`src/rtl/oam_dma_arbiter_if.sv`:
```
// Bus bundle shared by the CPU, the OAM DMA arbiter and the memory map decoder.
// The slave modport is the arbiter's view; master is the surrounding system's view.
interface oam_dma_arbiter_if;
  logic [15:0] cpu_address_i;
  logic        cpu_address_valid_i;
  logic [7:0]  cpu_data_i;
  logic        cpu_data_write_i;
  logic [7:0]  cpu_data_o;
  logic        cpu_data_valid_o;
  logic [15:0] mem_address_o;
  logic        mem_read_o;
  logic        mem_write_o;
  logic [7:0]  mem_data_o;
  logic [7:0]  mem_data_i;
  logic        mem_data_valid_i;

  modport slave (
    input  cpu_address_i,
    input  cpu_address_valid_i,
    input  cpu_data_i,
    input  cpu_data_write_i,
    input  mem_data_i,
    input  mem_data_valid_i,
    output cpu_data_o,
    output cpu_data_valid_o,
    output mem_address_o,
    output mem_read_o,
    output mem_write_o,
    output mem_data_o
  );

  modport master (
    output cpu_address_i,
    output cpu_address_valid_i,
    output cpu_data_i,
    output cpu_data_write_i,
    output mem_data_i,
    output mem_data_valid_i,
    input  cpu_data_o,
    input  cpu_data_valid_o,
    input  mem_address_o,
    input  mem_read_o,
    input  mem_write_o,
    input  mem_data_o
  );
endinterface

```
`src/rtl/oam_dma_arbiter.sv`:
```
// Memory bus arbiter between the CPU and the OAM DMA engine: CPU passthrough when idle,
// page-to-OAM copy (one read + one write per byte) on CPU bus ticks when triggered.
module oam_dma_arbiter #(
  parameter logic [15:0] DMA_REG_ADDR    = 16'h4014,
  parameter logic [15:0] OAM_DATA_ADDR   = 16'h2004,
  parameter int unsigned TRANSFER_LENGTH = 32'd256
) (
  input  logic                   clock_i,
  input  logic                   reset_i,
  input  logic                   bus_tick_i,
  oam_dma_arbiter_if.slave       bus,
  output logic                   dma_active_o
);

  localparam logic [2:0] IDLE  = 3'd0;
  localparam logic [2:0] HALT  = 3'd1;
  localparam logic [2:0] ALIGN = 3'd2;
  localparam logic [2:0] READ  = 3'd3;
  localparam logic [2:0] WRITE = 3'd4;

  localparam logic [7:0] LAST_INDEX = 8'(TRANSFER_LENGTH - 32'd1);

  logic [2:0] r_state;
  logic [2:0] w_state_nxt;
  logic [7:0] r_index;
  logic [7:0] w_index_nxt;
  logic [7:0] r_page;
  logic [7:0] w_page_nxt;
  logic [7:0] r_latch;
  logic [7:0] w_latch_nxt;
  logic       r_tick_parity;
  logic       r_dma_active;
  logic       w_trigger;
  logic       w_last_byte;

  function automatic logic f_next_parity(input logic parity, input logic tick);
    return parity ^ tick;
  endfunction

  // Trigger detect and last-byte detect
  always_comb begin
    w_trigger   = (r_state == IDLE) & bus.cpu_address_valid_i & bus.cpu_data_write_i &
                  (bus.cpu_address_i == DMA_REG_ADDR);
    w_last_byte = (r_index == LAST_INDEX);
  end

  // Next-state logic; the index wraps inside the page and never carries into it
  always_comb begin
    w_state_nxt = r_state;
    w_index_nxt = r_index;
    w_page_nxt  = r_page;
    w_latch_nxt = r_latch;
    case (r_state)
      IDLE: begin
        if (w_trigger) begin
          w_state_nxt = HALT;
          w_page_nxt  = bus.cpu_data_i;
          w_index_nxt = 8'd0;
        end else begin
          w_state_nxt = IDLE;
        end
      end
      HALT: begin
        // An odd parity here means the first read would land on the wrong half-cycle
        if (r_tick_parity) begin
          w_state_nxt = ALIGN;
        end else begin
          w_state_nxt = READ;
        end
      end
      ALIGN: begin
        w_state_nxt = READ;
      end
      READ: begin
        if (bus.mem_data_valid_i) begin
          w_latch_nxt = bus.mem_data_i;
          w_state_nxt = WRITE;
        end else begin
          w_state_nxt = READ;
        end
      end
      WRITE: begin
        if (w_last_byte) begin
          w_state_nxt = IDLE;
          w_index_nxt = 8'd0;
        end else begin
          w_state_nxt = READ;
          w_index_nxt = r_index + 8'd1;
        end
      end
      default: begin
        w_state_nxt = IDLE;
        w_index_nxt = 8'd0;
      end
    endcase
  end

  // State registers advance only on bus ticks
  always_ff @(posedge clock_i or negedge reset_i) begin
    if (!reset_i) begin
      r_state       <= IDLE;
      r_index       <= 8'd0;
      r_page        <= 8'd0;
      r_latch       <= 8'd0;
      r_tick_parity <= 1'b0;
      r_dma_active  <= 1'b0;
    end else begin
      r_tick_parity <= f_next_parity(r_tick_parity, bus_tick_i);
      if (bus_tick_i) begin
        r_state      <= w_state_nxt;
        r_index      <= w_index_nxt;
        r_page       <= w_page_nxt;
        r_latch      <= w_latch_nxt;
        r_dma_active <= (w_state_nxt != IDLE);
      end
    end
  end

  assign dma_active_o = r_dma_active;

  // Bus output mux: passthrough in IDLE, engine-driven otherwise with the CPU stalled
  always_comb begin
    bus.cpu_data_o       = bus.mem_data_i;
    bus.cpu_data_valid_o = 1'b0;
    bus.mem_address_o    = {r_page, r_index};
    bus.mem_read_o       = 1'b0;
    bus.mem_write_o      = 1'b0;
    bus.mem_data_o       = r_latch;
    case (r_state)
      IDLE: begin
        bus.mem_address_o    = bus.cpu_address_i;
        bus.mem_read_o       = bus.cpu_address_valid_i & ~bus.cpu_data_write_i;
        bus.mem_write_o      = bus.cpu_data_write_i & bus.cpu_address_valid_i;
        bus.mem_data_o       = bus.cpu_data_i;
        bus.cpu_data_valid_o = bus.mem_data_valid_i;
      end
      HALT, ALIGN: begin
        bus.mem_read_o  = 1'b0;
        bus.mem_write_o = 1'b0;
      end
      READ: begin
        bus.mem_read_o = 1'b1;
      end
      WRITE: begin
        bus.mem_address_o = OAM_DATA_ADDR;
        bus.mem_write_o   = 1'b1;
      end
      default: begin
        bus.mem_read_o  = 1'b0;
        bus.mem_write_o = 1'b0;
      end
    endcase
  end

endmodule

```
`src/flat_wrapper.sv`:
```
// flat-port wrapper written by rule: the top's interface ports become plain ports
module oam_dma_arbiter_flat 
#(
  parameter logic [15:0] DMA_REG_ADDR    = 16'h4014,
  parameter logic [15:0] OAM_DATA_ADDR   = 16'h2004,
  parameter int unsigned TRANSFER_LENGTH = 32'd256
)
  (clock_i, reset_i, bus_tick_i, dma_active_o, bus_cpu_address_i, bus_cpu_address_valid_i, bus_cpu_data_i, bus_cpu_data_write_i, bus_mem_data_i, bus_mem_data_valid_i, bus_cpu_data_o, bus_cpu_data_valid_o, bus_mem_address_o, bus_mem_read_o, bus_mem_write_o, bus_mem_data_o);
  oam_dma_arbiter_if bus_i ();
  input  logic clock_i;
  input  logic reset_i;
  input  logic bus_tick_i;
  output logic dma_active_o;
  input wire logic [$bits(bus_i.cpu_address_i)-1:0] bus_cpu_address_i;
  input wire logic [$bits(bus_i.cpu_address_valid_i)-1:0] bus_cpu_address_valid_i;
  input wire logic [$bits(bus_i.cpu_data_i)-1:0] bus_cpu_data_i;
  input wire logic [$bits(bus_i.cpu_data_write_i)-1:0] bus_cpu_data_write_i;
  input wire logic [$bits(bus_i.mem_data_i)-1:0] bus_mem_data_i;
  input wire logic [$bits(bus_i.mem_data_valid_i)-1:0] bus_mem_data_valid_i;
  output wire logic [$bits(bus_i.cpu_data_o)-1:0] bus_cpu_data_o;
  output wire logic [$bits(bus_i.cpu_data_valid_o)-1:0] bus_cpu_data_valid_o;
  output wire logic [$bits(bus_i.mem_address_o)-1:0] bus_mem_address_o;
  output wire logic [$bits(bus_i.mem_read_o)-1:0] bus_mem_read_o;
  output wire logic [$bits(bus_i.mem_write_o)-1:0] bus_mem_write_o;
  output wire logic [$bits(bus_i.mem_data_o)-1:0] bus_mem_data_o;
  assign bus_i.cpu_address_i = bus_cpu_address_i;
  assign bus_i.cpu_address_valid_i = bus_cpu_address_valid_i;
  assign bus_i.cpu_data_i = bus_cpu_data_i;
  assign bus_i.cpu_data_write_i = bus_cpu_data_write_i;
  assign bus_i.mem_data_i = bus_mem_data_i;
  assign bus_i.mem_data_valid_i = bus_mem_data_valid_i;
  assign bus_cpu_data_o = bus_i.cpu_data_o;
  assign bus_cpu_data_valid_o = bus_i.cpu_data_valid_o;
  assign bus_mem_address_o = bus_i.mem_address_o;
  assign bus_mem_read_o = bus_i.mem_read_o;
  assign bus_mem_write_o = bus_i.mem_write_o;
  assign bus_mem_data_o = bus_i.mem_data_o;
  oam_dma_arbiter #(.DMA_REG_ADDR(DMA_REG_ADDR), .OAM_DATA_ADDR(OAM_DATA_ADDR), .TRANSFER_LENGTH(TRANSFER_LENGTH)) u_core (.clock_i(clock_i), .reset_i(reset_i), .bus_tick_i(bus_tick_i), .bus(bus_i), .dma_active_o(dma_active_o));
endmodule
```
`config.mk`:
```
export PLATFORM = sky130hd
export DESIGN_NAME = oam_dma_arbiter_flat
export DESIGN_NICKNAME = d
export VERILOG_FILES = /design/src/rtl/oam_dma_arbiter_if.sv /design/src/rtl/oam_dma_arbiter.sv /design/src/flat_wrapper.sv
export SDC_FILE = /design/constraint.sdc
export NUM_CORES = 1
export LEC_CHECK = 0
export ABC_AREA = 1
export CAP_MARGIN = 20
export CORE_MARGIN = 2
export CORE_UTILIZATION = 44
export CTS_CLUSTER_DIAMETER = 120
export DETAILED_ROUTE_END_ITERATION = 8
export GPL_TIMING_DRIVEN = 0
export PLACE_DENSITY = 0.8
export SLEW_MARGIN = 30
export SYNTH_ARGS = -nofsm -noshare
export SYNTH_HDL_FRONTEND = slang
export SYNTH_SLANG_ARGS = --single-unit
```
`constraint.sdc`:
```
create_clock -name clock_i -period 1.75 [get_ports clock_i]
set_clock_uncertainty 0.1 [all_clocks]
set_input_delay 0.175 -clock clock_i [delete_from_list [all_inputs] [get_ports clock_i]]
set_output_delay 0.175 -clock clock_i [all_outputs]
set_load 0.02 [all_outputs]
```
# ---- Word-level counts from Yosys, hierarchy flattened
# Cells that the tools add are included.
dict set report classes {
  addsub 1
  eq_ne 7
  n_mux 13
  bitwise_logic 8
  n_reduce_logical 6
}
# op n
set op_table {}
lappend op_table {{$pmux 16 s2} 1}
lappend op_table {{$mux 8} 3}
lappend op_table {{$pmux 8 s3} 1}
lappend op_table {{$eq 16x15->1 const B} 1}
lappend op_table {{$pmux 3 s5} 1}
lappend op_table {{$reduce_and 3->1} 3}
lappend op_table {{$add 8x1->8 const B} 1}
lappend op_table {{$eq 8x8->1 const B} 1}
lappend op_table {{$eq 3x2->1 const B} 2}
lappend op_table {{$and 1x1->1} 5}
lappend op_table {{$pmux 1 s2} 2}
lappend op_table {{$eq 3x1->1 const B} 1}
lappend op_table {{$eq 3x3->1 const B} 1}
lappend op_table {{$logic_not 3->1} 1}
lappend op_table {{$mux 1} 3}
lappend op_table {{$mux 3} 1}
lappend op_table {{$reduce_bool 3->1} 1}
lappend op_table {{$reduce_or 3->1} 1}
lappend op_table {{$mux 2} 1}
lappend op_table {{$ne 2x1->1 const B} 1}
lappend op_table {{$not 1->1} 2}
lappend op_table {{$xor 1x1->1} 1}
dict set report word_totals {
  reg_bits 29
  output_inout_bits 36
  wordCells 41
}

# ---- Logic depth before layout (Yosys ltp)
# Gate-level depths: netlist (run 1).
dict set report logic_depth {
  word_depth 7
  depth_mapped 10
}

# ---- Least setup slack after synthesis (run 1)
# No wires, ideal clock.
dict set report synth_path {
  path_type {register to output}
  from {register u_core.r_state[1]}
  to {output port bus_mem_address_o[10]}
  t_arrival_ns 1.416
  required_ns 1.475
  slack_ns 0.059
  stages_incl_launch_ff 5
  cell_sequence {dfrtp_1 -> nor2_8 -> nand2_4 -> clkbuf_1 -> o21ai_0}
}
dict set report synth_via {
  elab_chain_cells 2
  word_cells_on_any_way 3
  classes_between {eq/ne (1); mux (1); reduce/logical (1)}
}
# item line
set synth_lines {}
lappend synth_lines {{from (decl)} oam_dma_arbiter.sv:23} ;# logic [2:0] r_state;
lappend synth_lines {{from (signal assigned)} oam_dma_arbiter.sv:110} ;# r_state <= w_state_nxt;
lappend synth_lines {{$eq 3x3->1 / $logic_not 3->1 (equally long branches)} oam_dma_arbiter.sv:129} ;# case (r_state)
lappend synth_lines {{$pmux 16 s2 *} oam_dma_arbiter.sv:129}
lappend synth_lines {{to (decl)} flat_wrapper.sv:22} ;# output wire logic [$bits(bus_i.mem_address_o)-1:0] bus_mem_address_o;
# Every way passes the cells marked *; elsewhere a longest branch is shown, timed or not.

# ---- Worst setup path in the final report (run 1)
dict set report layout_path {
  from {register u_core.r_state[1]}
  to {output port bus_mem_data_o[0]}
}
dict set report layout_via {
  elab_chain_cells 2
}
# item line
set layout_lines {}
lappend layout_lines {{$logic_not 3->1} oam_dma_arbiter.sv:129}
lappend layout_lines {{$mux 8} oam_dma_arbiter.sv:129}
lappend layout_lines {{to (decl)} flat_wrapper.sv:25} ;# output wire logic [$bits(bus_i.mem_data_o)-1:0] bus_mem_data_o;
# Every way passes these cells.

==> impl.org, run 1 <==
** Worst setup path
- The worst setup path is of the reg -> out kind.
- Maximum fanout along the worst path :: 10
- CP Capture Type :: primary output
- Cells along the critical path :: nor2_8, nand2_8, buf_8, o21ai_0, buf_2
- The worst setup path is launched from a flip-flop.
- Data arrival at the endpoint of the critical path :: 1540 ps
- Worst EP required :: roughly 1500 ps
- For this design, the slowest cell found on the critical path is sky130_fd_sc_hd__dfrtp_2.
- The setup check on the worst reg-to-reg path leaves a slack of 30 ps.
- Stage delay of the slowest cell on the critical path :: 440 ps

** Routing
- Vias after detailed routing :: 2067
- DRC errors left :: 0
- Antenna-violating nets left :: 0
- Dividing the detail-routed wire length by the instance count gives 14.73 um.
- Drt initial violations :: 270
- Router iterations before antenna repair :: 5
- Total wire length :: 5861 um
- Via/cell ratio :: 5.193

** CTS
- Clock-pin transition on the worst setup and hold timing paths :: 60 ps
- The longest clock path from root to sink contains 2 buffers.
- Clock tree synthesis found a total of 29 sinks.
- TritonCTS built the clock tree.
- CTS H-Tree Depth :: 2
- The later pin in the worst-skew pair is clocked with a latency of 290 ps.
- The tree is rooted in a sky130_fd_sc_hd__clkbuf_8.
- Clock tree synthesis inserted a total of 5 buffers.

** Logic synthesis
- In the post-synthesis netlist, the biggest area contributors are sky130_fd_sc_hd__dfrtp_1 (38%), sky130_fd_sc_hd__nand2_1 (12%), sky130_fd_sc_hd__nand3_1 (6.2%), sky130_fd_sc_hd__inv_1 (5.4%), sky130_fd_sc_hd__nor2_1 (4.9%).
- Sequential cells were found to cover 37.56% of the synthesized design area.
- Counting flops with an async set or reset pin after synthesis yields a share of between 90% and 100%.
- Synthesis produced a netlist with a net count of between 200 and 300.
- Most used flip-flop cell after synthesis :: sky130_fd_sc_hd__dfrtp_1
- Synthesized flop and latch total :: 29
- Total number of yosys warnings :: 0
- Post-synthesis cell type with the largest combined area :: sky130_fd_sc_hd__dfrtp_1
- Number of cells produced by synthesis :: around 250
- Number of unique standard cell types used by synthesis :: 30
- Post-synthesis cell area :: 1932 um^2
- The synthesized design contains 0 enable-type register cells.
- Avg Synthesized Cell Area :: 7.606 um^2
- Most frequent cell after synthesis :: sky130_fd_sc_hd__nand2_1
- Fraction of synthesized cell area taken by the top area cell type :: 37.56%
- Ranked by instance count, the synthesized netlist is headed by sky130_fd_sc_hd__nand2_1 (62), sky130_fd_sc_hd__dfrtp_1 (29), sky130_fd_sc_hd__inv_1 (28).

** STA
- Setup violations remaining at the end of the flow were counted as 7.
- Across all setup checks in the final design, the least slack found is -60.80 ps.
- Counting I/O delays and the setup requirement, the final critical path takes 1811 ps.
- Headroom to the max-slew limit :: 54.85%
- Worst Max-Slew Pin Slew :: 677.3 ps
- Final Max Tran Viols :: 0
- The final critical path takes up 103.5% of the cycle.
- Setup repair after global routing could not meet its margin everywhere.
- Worst-case hold slack :: 95.69 ps
- Final setup TNS :: -166.7 ps
- Number of endpoints with negative hold slack in the final report :: 0
- Static timing analysis puts the maximum clock frequency at 0.5522 GHz.

** Global route
- For this run, the total global-route usage over all layers was measured as 24.74%.
- Residual overflow from global routing :: 0
- First-pass GRT wire length :: around 9500 um
- Initial antenna violation count :: 0
- The via count of the first global-routing pass was between 1500 and 2000.
- Pin count of the biggest net entering global routing :: 30

** Placed design
- The congestion estimate from routability-driven global placement came to 0.9180.
- Place WS :: -551.8 ps
- Placement Cell Area :: between 2000 and 3000 um^2
- IO buf count :: between 70 and 80
- HPWL after detailed placement :: 4106 um

** Worst hold path
- The min-delay analysis places its worst path in the category in -> reg.

** Floorplan
- In this run the horizontal extent of the chip is approximately 70 um.
- The die is 70.26 um tall.
- The total area inside the core boundary comes to 4294 um^2.
- Total die area :: 4936 um^2
- Row Count :: 24
- For this configuration, the core starts out at a cell density of between 40 and 50%.
- Count of pins on the block boundary :: 74

** Final layout
- Layout overhead on the synthesized area :: 54.99%
- Ratio of cells with drive above 1 in the final layout :: 30.92%
- The finished cells cover around 3000 um^2.
- Antenna diode instance count :: 0
- In the final design database the tool counted a little under 400 nets.

** Flow run
- Max-cap violations in this run came to 0.

** Outcome
- Outcome :: finished, violations left
- The final reports fail on negative setup slack.

** Pwr
- Static leakage :: around 0.0014 uW
- Power density over the cells :: 1285 nW/um^2
- Worst IR Drop VDD :: 0.0007316 V
- After layout, the design draws a total of 3849 uW.
[kinds of logic (layout without fill, tap and decap cells)]
group,count (synthesis),after routing,share of synthesized area [%]
flip-flops,29,29,37.56
adder cells (fa/ha/maj),1,1,0.6476
AO/OA/AOI/OAI,39,39,13.21
multiplexers,8,8,4.663
AND/OR/NAND/NOR,130,130,31.74
buffers and inverters,46,138,11.72
XOR/XNOR,1,1,0.4535
[sequential cells by signal, summed over array words and instances (netlist names)]
name	flops
u_core.r_page	8
u_core.r_state	3
u_core.r_index	8
u_core.r_latch	8
u_core.r_tick_parity	1
u_core.dma_active_o	1
[layer usage]
| metal | global-route usage [%] | part of all wire [%] | up-vias |
|---|---|---|---|
| met1 | 31.61 | 41 | 962 |
| li1 | - | - | 997 |
| met5 | 0 | 0 | - |
| met4 | 7.479 | 1.7 | 0 |
| met3 | 6.782 | 7.3 | 13 |
| met2 | 40.78 | 50 | 95 |
[worst max-delay path, delay by kind of cell, from the launching register on]
family          cells  cell delay (ps)
compound gates      1              150
simple gates        2              300
buf+inv             2              350
flops               1              440
[through the flow]
| step | std cells | utilization, % |
|---|---|---|
| 2_1_floorplan | 254 | - |
| 6_report | 398 | 69.73 |
| 4_1_cts | 392 | 65.94 |
| 3_5_place_dp | 378 | 63.17 |
| 3_3_place_gp | 378 | 63.29 |
| 5_1_grt | 398 | 69.73 |
[placed cells by master (no fill, tap or decap), drive strengths merged]
cell type and n:
clkdlybuf4s15 1, nor3b 1, nand3 24, nor2 31, clkdlybuf4s50 44, nand2 69
o22a 2, xor2 1, dlygate4sd3 1, inv 30, nand4 2, nor3 2
dfrtp 29, a21oi 3, a22o 5, or2 1, ha 1, o22ai 3
o21ai 26, clkbuf 9, mux2 8, buf 51, clkinv 2
[final timing paths]
check | start | endpoint | depth (start not counted)
min reg2reg | u_core.r_tick_parity | u_core.r_tick_parity | 1
min in group asynchronous | reset_i | u_core.r_page[7] | 2
min | bus_tick_i | u_core.r_state[0] | 3
max reg2reg | u_core.r_state[1] | u_core.r_index[5] | 8
max | u_core.r_state[1] | bus_mem_data_o[0] | 5
max in group asynchronous | reset_i | u_core.r_state[1] | 2
[power breakdown]
group          internal [uW]  switching (uW)  total [uW]  leakage, uW
clock network            312             267         579    0.0000443
registers                822             109         931     0.000377
logic                   1070            1270        2340      0.00102
total                   2200            1650        3850      0.00144
[layout make-up]
type	count	area (um^2)
buffer	13	131.4
clock buffer	7	86.33
fill	346	1300
inverter	32	145.1
multi-input combinational	179	1041
sequential	29	728.2
tap	52	65.06
timing repair buffer	86	797.0
[what timing repair did]
item	CTS	global route
hold endpoints to repair	29	0
resized for setup	154	42
endpoints found under the setup margin	28	41
pin swaps	1	8
hold buffers	1	0
cloned	1	0
buffers inserted	6	6
(Power assumes the default switching activity.)
==> inputs of run 2 (changes only) <==
- ABC_AREA: 1 -> not set
- PLACE_DENSITY: 0.8 -> 0.81
- SKIP_CTS_REPAIR_TIMING: not set -> 1
==> impl.org, run 2 <==
** Pwr
- Power comes to 4122 uW.
- VDD sags by at most 0.0008351 V.
- Power density over the cells :: 1335 nW/um^2
- For this design the static power due to leakage is roughly 0.0014 uW.

** STA
- Static timing analysis puts the maximum clock frequency at 0.4621 GHz.
- Headroom to the max-slew limit :: a little under three fifths
- The number of hold violations in the final report came to 0.
- Final setup TNS :: -12360 ps
- The routed design could run at a clock period as short as 2164 ps.
- Worst Max-Slew Pin Slew :: 665.6 ps
- The final critical path takes up 123.7% of the cycle.
- Setup slack after layout :: -414.1 ps
- Setup repair after global routing could not meet its margin everywhere.
- The final-report max-slew violation count came to 0.
- Setup violations remaining at the end of the flow were counted as 43.

** Floorplan
- Count of pins on the block boundary :: 74
- Total die area :: approximately 4800 um^2
- Die Height :: 68.94 um
- Row Count :: 23
- The floorplan step set the die width to approximately 69 um.
- Core ar. :: 4029 um^2
- Starting density of the core :: 46.06%

** Logic synthesis
- The most used flip-flop cell after synthesis is sky130_fd_sc_hd__dfrtp_1.
- Fraction of synthesized cell area taken by the top area cell type :: 39.11%
- Number of unique standard cell types used by synthesis :: 41
- Avg Synthesized Cell Area :: 9.186 um^2
- The number of nets handed over by synthesis was 241.
- Register area share after synthesis :: 39.11%
- By instance count, the leading cell after synthesis is sky130_fd_sc_hd__nand2_1.
- Top cells by instance count after synthesis :: sky130_fd_sc_hd__nand2_1 (32), sky130_fd_sc_hd__dfrtp_1 (29), sky130_fd_sc_hd__mux2_2 (24)
- Synthesized flop and latch total :: 29
- Yosys printed 0 warnings.
- Leading post-synthesis cells by cell area :: sky130_fd_sc_hd__dfrtp_1 (39%), sky130_fd_sc_hd__mux2_2 (15%), sky130_fd_sc_hd__nand2_1 (6.5%), sky130_fd_sc_hd__o21ai_0 (5.9%), sky130_fd_sc_hd__nand2b_1 (4.4%)
- The largest total area in the synthesized netlist belongs to sky130_fd_sc_hd__dfrtp_1.
- EDFF count, synth :: 0
- After synthesis the cells add up to 1856 um^2.
- Share of flip-flops with an asynchronous set or reset after synthesis :: 100.0%
- The cell count after synthesis came out at approximately 200.

** Global route
- Residual overflow from global routing :: 0
- Global routing met3 resource utilization :: 7.143%
- In the global route stage, met2 resource usage came out at 38.94%.
- The number of antenna violations at the first check in global routing is 0.
- First-pass GRT wire length :: 7948 um
- Layer carrying the most global-route usage :: met2
- Global routing used ~23% of the available tracks across all layers.
- Global routing consumed, on the met1 layer, around 28% of the routing resources.
- Entering global routing, the biggest net connects 30 pins.
- The via count of the first global-routing pass is 1741.

** Worst setup path
- Worst Reg-to-Reg Cells :: 7
- The slowest stage of the critical path is the sky130_fd_sc_hd__dfrtp_1 cell.
- Kind of start point of the critical path :: flip-flop
- Critical path class :: reg -> out
- Traced cell by cell, the critical path runs through buf_6, or2_4, nor2_4, clkbuf_16, mux2_4, buf_6.
- STA classifies the critical path endpoint as a primary output.
- The most numerous cell type found on the critical path is sky130_fd_sc_hd__buf_6.
- Worst EP required :: 1470 ps
- Maximum fanout along the worst path :: 4
- Stage delay of the slowest cell on the critical path :: ~420 ps
- Data arrival at the endpoint of the critical path :: 1890 ps
- The number of buffers and inverters on the critical path is 3.
- In this design, the largest share of critical-path delay is due to buffers and inverters.
- Stages on worst setup path :: 6

** Routing
- The first detailed-routing pass took 4 iterations.
- The final route contains around 1900 vias.
- In the routed design, unresolved DRC markers number 0.
- Wire length per cell :: 17.17 um
- For this block, the initial DRC count from the detailed router was 121.
- After detailed routing, the number of vias per cell comes to 5.559.
- Wires add up to approximately 6000 um.
- In this run the remaining antenna-violating nets after routing total 0.

** CTS
- No sink is reached through more buffers than the 2 on the longest clock path.
- Clock-pin transition on the worst setup and hold timing paths :: 60 ps
- TritonCTS created 5 clock buffers.
- Clk Latency, worst-skew pair :: 280 ps
- The clock drives 29 sinks.
- CTS H-Tree Depth :: 2
- TritonCTS built the clock tree.
- The root buffer cell chosen for the clock tree is sky130_fd_sc_hd__clkbuf_8.

** Final layout
- Most frequent cells in the layout :: sky130_fd_sc_hd__clkdlybuf4s50_1 (45), sky130_fd_sc_hd__nand2_1 (29), sky130_fd_sc_hd__dfrtp_1 (27)
- The number of antenna diodes in the final layout is 0.
- In the final design database the tool counted between 300 and 400 nets.
- Layout overhead on the synthesized area :: 66.42%
- The library cell used most frequently in the layout, excluding fill and tap cells, is sky130_fd_sc_hd__clkdlybuf4s50_1.
- The finished cells cover 3088 um^2.
- The largest registers in the layout are u_core.r_index: 8 flops, u_core.r_latch: 8 flops, u_core.r_page: 8 flops.
- Cells with a size suffix above 1 make up 41.08% of the layout.

** Placed design
- HPWL after detailed placement :: roughly 3900 um
- Place WS :: -820.6 ps
- Once placement finished, the instance area stood at 2690 um^2.
- In this run the tool buffered the top-level ports with 73 buffer cells.
- At the end of routability-driven placement, the weighted congestion stood at between 0.7 and 0.8.

** Outcome
- Outcome :: finished, violations left
- The final reports fail on negative setup slack.

** Worst hold path
- In this run the worst hold path is classified as in -> async.

** Flow run
- The tool flagged a number of max-cap violations equal to 0.
## run 2: cell types whose count changed after synthesis, moves of 4 or more
cell / change
sky130_fd_sc_hd__inv_1: -26
sky130_fd_sc_hd__nor2_1: -17
sky130_fd_sc_hd__clkbuf_1: +5
sky130_fd_sc_hd__nand2b_1: +13
sky130_fd_sc_hd__a22o_1: -4
sky130_fd_sc_hd__nand3_1: -19
sky130_fd_sc_hd__o21ai_0: +4
sky130_fd_sc_hd__nand2_1: -30
sky130_fd_sc_hd__o21ai_2: -8
sky130_fd_sc_hd__mux2_2: +16
sky130_fd_sc_hd__nand2_2: -5
## run 2: stage by stage
stage	std cells	util [%]	hold WS, ps
after floorplan	202	-	-220.6
after global placement	325	66.89	355.9
after detailed placement	325	66.77	152.8
after CTS	332	68.91	-146.0
after global routing	347	76.65	396.7
final	347	76.65	355.8
## run 2: per-layer routing
layer	vias up	routed length [um]
li1	898	-
met1	949	2460
met3	8	444
met4	0	59
met2	74	2995
met5	-	0
## run 2: cells by family after synthesis
kind of cell               synth area share (%)
muxes                                     15.64
AOI/OAI and AO/OA                         12.54
buffers and inverters                     6.810
adders and majority gates                0.6742
DFF                                       39.11
xor gates and xnor gates                 0.4721
and+or+nand+nor                           24.75
## run 2: path summary, 6_finish.rpt
kind	from	to	slack (ps)
setup / recovery	u_core.r_state[0]	bus_mem_data_o[6]	-410
hold reg to reg	u_core.r_tick_parity	u_core.r_tick_parity	370
min in group clock_i	u_core.r_tick_parity	u_core.r_tick_parity	370
hold / removal	reset_i	u_core.r_latch[4]	360
setup reg to reg	u_core.r_state[1]	u_core.r_page[3]	-300
max in group asynchronous	reset_i	u_core.r_state[2]	730
## run 2: area by class of cell
type	count	area, um^2
buffer	20	168.9
clock buffer	7	86.33
fill	281	940.9
inverter	2	7.507
multi-input combinational	151	1216
sequential	29	728.2
tap	50	62.56
timing repair buffer	88	818.3
## run 2: report_power, final
group	switching (uW)	internal (uW)	total (uW)
logic	1260	1320	2590
clock network	259	312	571
registers	131	834	965
## run 2: worst register-to-register path, stage by stage, from the launching register on
cell and delay, ps:
sky130_fd_sc_hd__dfrtp_1 370, sky130_fd_sc_hd__buf_6 140, sky130_fd_sc_hd__nor4b_4 310, sky130_fd_sc_hd__nand2_2 130, sky130_fd_sc_hd__nor3_4 200, sky130_fd_sc_hd__and3_1 200, sky130_fd_sc_hd__buf_6 180, sky130_fd_sc_hd__mux2_4 310
==> inputs of run 3 (changes only) <==
- CAP_MARGIN: 20 -> not set
- SETUP_SLACK_MARGIN: not set -> 0.5
- SLEW_MARGIN: 30 -> not set
==> impl.org, run 3 (same netlist as run 2, synthesis figures left out) <==
** Outcome
- The checks that failed: negative setup slack.
- Outcome :: finished, violations left

** Worst hold path
- The tightest min-delay check is of the in -> async type.

** STA
- The worst pin sits at a relative slew slack of 54.47%.
- Highest clock rate :: 0.4746 GHz
- Of the available clock period, the critical path in the final layout requires 120.4%.
- Setup violations remaining at the end of the flow were counted as 41.
- Number of endpoints with negative hold slack in the final report :: 0
- Subtracting the final worst setup slack from the clock period gives 2107 ps.
- Setup slack after layout :: -357.1 ps
- Final Max Tran Viols :: 0
- RSZ-0062 raised after global routing :: true
- Worst Max-Slew Pin Slew :: roughly 680 ps

** Final layout
- Excluding fillers, the count of instances in the completed layout stands at 355.
- Most frequent cells in the layout :: sky130_fd_sc_hd__clkdlybuf4s50_1 (36), sky130_fd_sc_hd__buf_4 (30), sky130_fd_sc_hd__dfrtp_1 (27)
- Post-layout util :: slightly above 80%
- Registers with the most flip-flops :: u_core.r_index: 8 flops, u_core.r_latch: 8 flops, u_core.r_page: 8 flops
- The library cell used most frequently in the layout, excluding fill and tap cells, is sky130_fd_sc_hd__clkdlybuf4s50_1.
- Layout overhead on the synthesized area :: 75.32%
- Final standard cell area without fillers :: about 3300 um^2
- Of the cells placed in the final design, the portion with a size suffix greater than 1 is slightly above 50%.
- The final layout contains 344 nets.
- The repair_antennas step left the layout with diodes totalling 0.

** CTS
- The H-tree generated during clock tree synthesis spans 2 levels.
- No sink is reached through more buffers than the 2 on the longest clock path.
- Clock Root Buffer :: sky130_fd_sc_hd__clkbuf_8
- Clock-pin slew was measured on the worst setup and hold paths at 60 ps.
- Clk Latency, worst-skew pair :: about 280 ps
- CTS tree :: yes
- Num CTS Buffers :: 5
- For this design, the sink count on the clock tree is 29.

** Global route
- The first global-routing pass estimated 8507 um of wire.
- After global routing the overflow that remains totals 0.
- The number of antenna violations at the first check in global routing was 0.
- Vias in the first global route :: 1697
- Pin count of the biggest net entering global routing :: 30
- Global router's overall resource usage :: 24.79%

** Flow run
- Number of maximum-capacitance violations :: 0

** Worst setup path
- Cells along the critical path :: buf_6, or2_4, nor2_4, clkbuf_16, mux2_4, buf_6
- The worst setup path is launched from a flip-flop.
- STA puts the critical path data arrival time at 1830 ps.
- In this run the worst path has a maximum fanout of 4.
- Buffers plus inverters on the worst setup path :: 3
- Worst Reg-to-Reg Cells :: 6
- In this run the number of cells on the critical path is 6.
- In this run the critical register-to-register path is captured at u_core.r_page[6].
- Stage delay of the slowest cell on the critical path :: 390 ps
- Endpoint of the most critical setup path :: bus_mem_data_o[7]
- Cell family contributing the most delay on the critical path :: buffers and inverters
- Among all stages on the critical path, the largest delay is contributed by sky130_fd_sc_hd__dfrtp_1.
- The setup check on the worst reg-to-reg path leaves a slack of -280 ps.
- Worst EP required :: ~1500 ps
- The startpoint identified for the worst register-to-register timing path is u_core.r_state[2].
- STA classifies the critical path endpoint as a primary output.
- The critical path in this run is classified as reg -> out.
- Crit path launch :: u_core.r_state[0]
- In this design, the critical path's most frequently occurring cell is sky130_fd_sc_hd__buf_6.

** Placed design
- In this run the cell area measured after placement is 2908 um^2.
- HPWL after detailed placement :: roughly 4000 um
- Final weighted congestion of routability-driven global placement :: 0.8771
- In this run, placement finished with an instance count of 325.
- Input and output buffers added on the ports amount to 73.

** Pwr
- Power density over the cells :: about 1400 nW/um^2
- Overall power after layout :: 4473 uW
- Worst IR Drop VDD :: 0.0009771 V
- Static leakage :: 0.001469 uW

** Routing
- For this run, design rule violations remaining after detail routing come to 0.
- Summed over all nets, wire length on met3 after detailed routing comes to 384 um.
- Wire length per cell :: 17.49 um
- Antenna-violating nets left :: 0
- Router iterations before antenna repair :: 4
- For this block, the initial DRC count from the detailed router was 101.
- Vias after detailed routing :: 1949
- Total wire length :: around 6200 um
- Met2 wirelength from detailed routing :: 2990 um
- In this run the top signal layer used is met4.
- Using the TritonRoute via totals, the vias-per-cell ratio works out to 5.490.
- For this block, wires on met1 add up to 2706 um.

** Floorplan
- The floorplan has 23 rows.
- 74 I/O pins were placed.
- The floorplan step defined a die boundary enclosing 4753 um^2.
- Die outline width :: 68.94 um
- Core ar. :: 4029 um^2
- Die Height :: 68.94 um
- Once the floorplan was initialized, standard cells occupied 46.06% of the core.
run 3: final cells by class:
class                           count  area, um^2
Multi-Input combinational cell    151        1340
Timing Repair Buffer               96       838.3
Sequential cell                    29       728.2
Fill cell                         251       775.7
Clock buffer                        7       86.33
Inverter                            2       7.507
Buffer                             20       190.2
Tap cell                           50       62.56
run 3: how the worst min path moves through the flow:
stage | startpoint | to | cells after the start
after floorplan | reset_i | u_core.dma_active_o | 0
after global routing | u_core.r_tick_parity | u_core.r_tick_parity | 1
after detailed placement | u_core.r_tick_parity | u_core.r_tick_parity | 1
after CTS | u_core.r_tick_parity | u_core.r_tick_parity | 1
final | reset_i | u_core.r_latch[4] | 2
after global placement | u_core.r_tick_parity | u_core.r_tick_parity | 1
run 3: stage by stage:
stage	TNS [ps]	setup slack [ps]	hold WS (ps)
finish	-10510	-357.1	361.8
global route	-11900	-395.1	384.7
CTS	-25740	-935.3	373.1
detailed placement	-29610	-641.0	365.6
global placement	-28640	-617.5	356.2
floorplan	-187.4	-22.01	-220.6
run 3: metal layers:
layer | GRT usage [%] | up-vias
met1 | 33.47 | 949
met3 | 5.682 | 12
li1 | - | 921
met4 | 10.05 | 0
met2 | 38.22 | 67
met5 | 0 | -
run 3: where the power goes:
| part | leakage [uW] | internal, uW | switching (uW) |
|---|---|---|---|
| Clock | 0.0000443 | 311 | 258 |
| Combinational | 0.00105 | 1530 | 1410 |
| Sequential | 0.000374 | 833 | 128 |
| Total | 0.00147 | 2680 | 1790 |
run 3: worst register-to-register path: stages, from the launching register on:
cell	delay [ps]
sky130_fd_sc_hd__dfrtp_1	470
sky130_fd_sc_hd__nor4b_4	330
sky130_fd_sc_hd__nand2_1	130
sky130_fd_sc_hd__nor3_2	190
sky130_fd_sc_hd__and3_1	210
sky130_fd_sc_hd__buf_6	180
sky130_fd_sc_hd__mux2_4	310
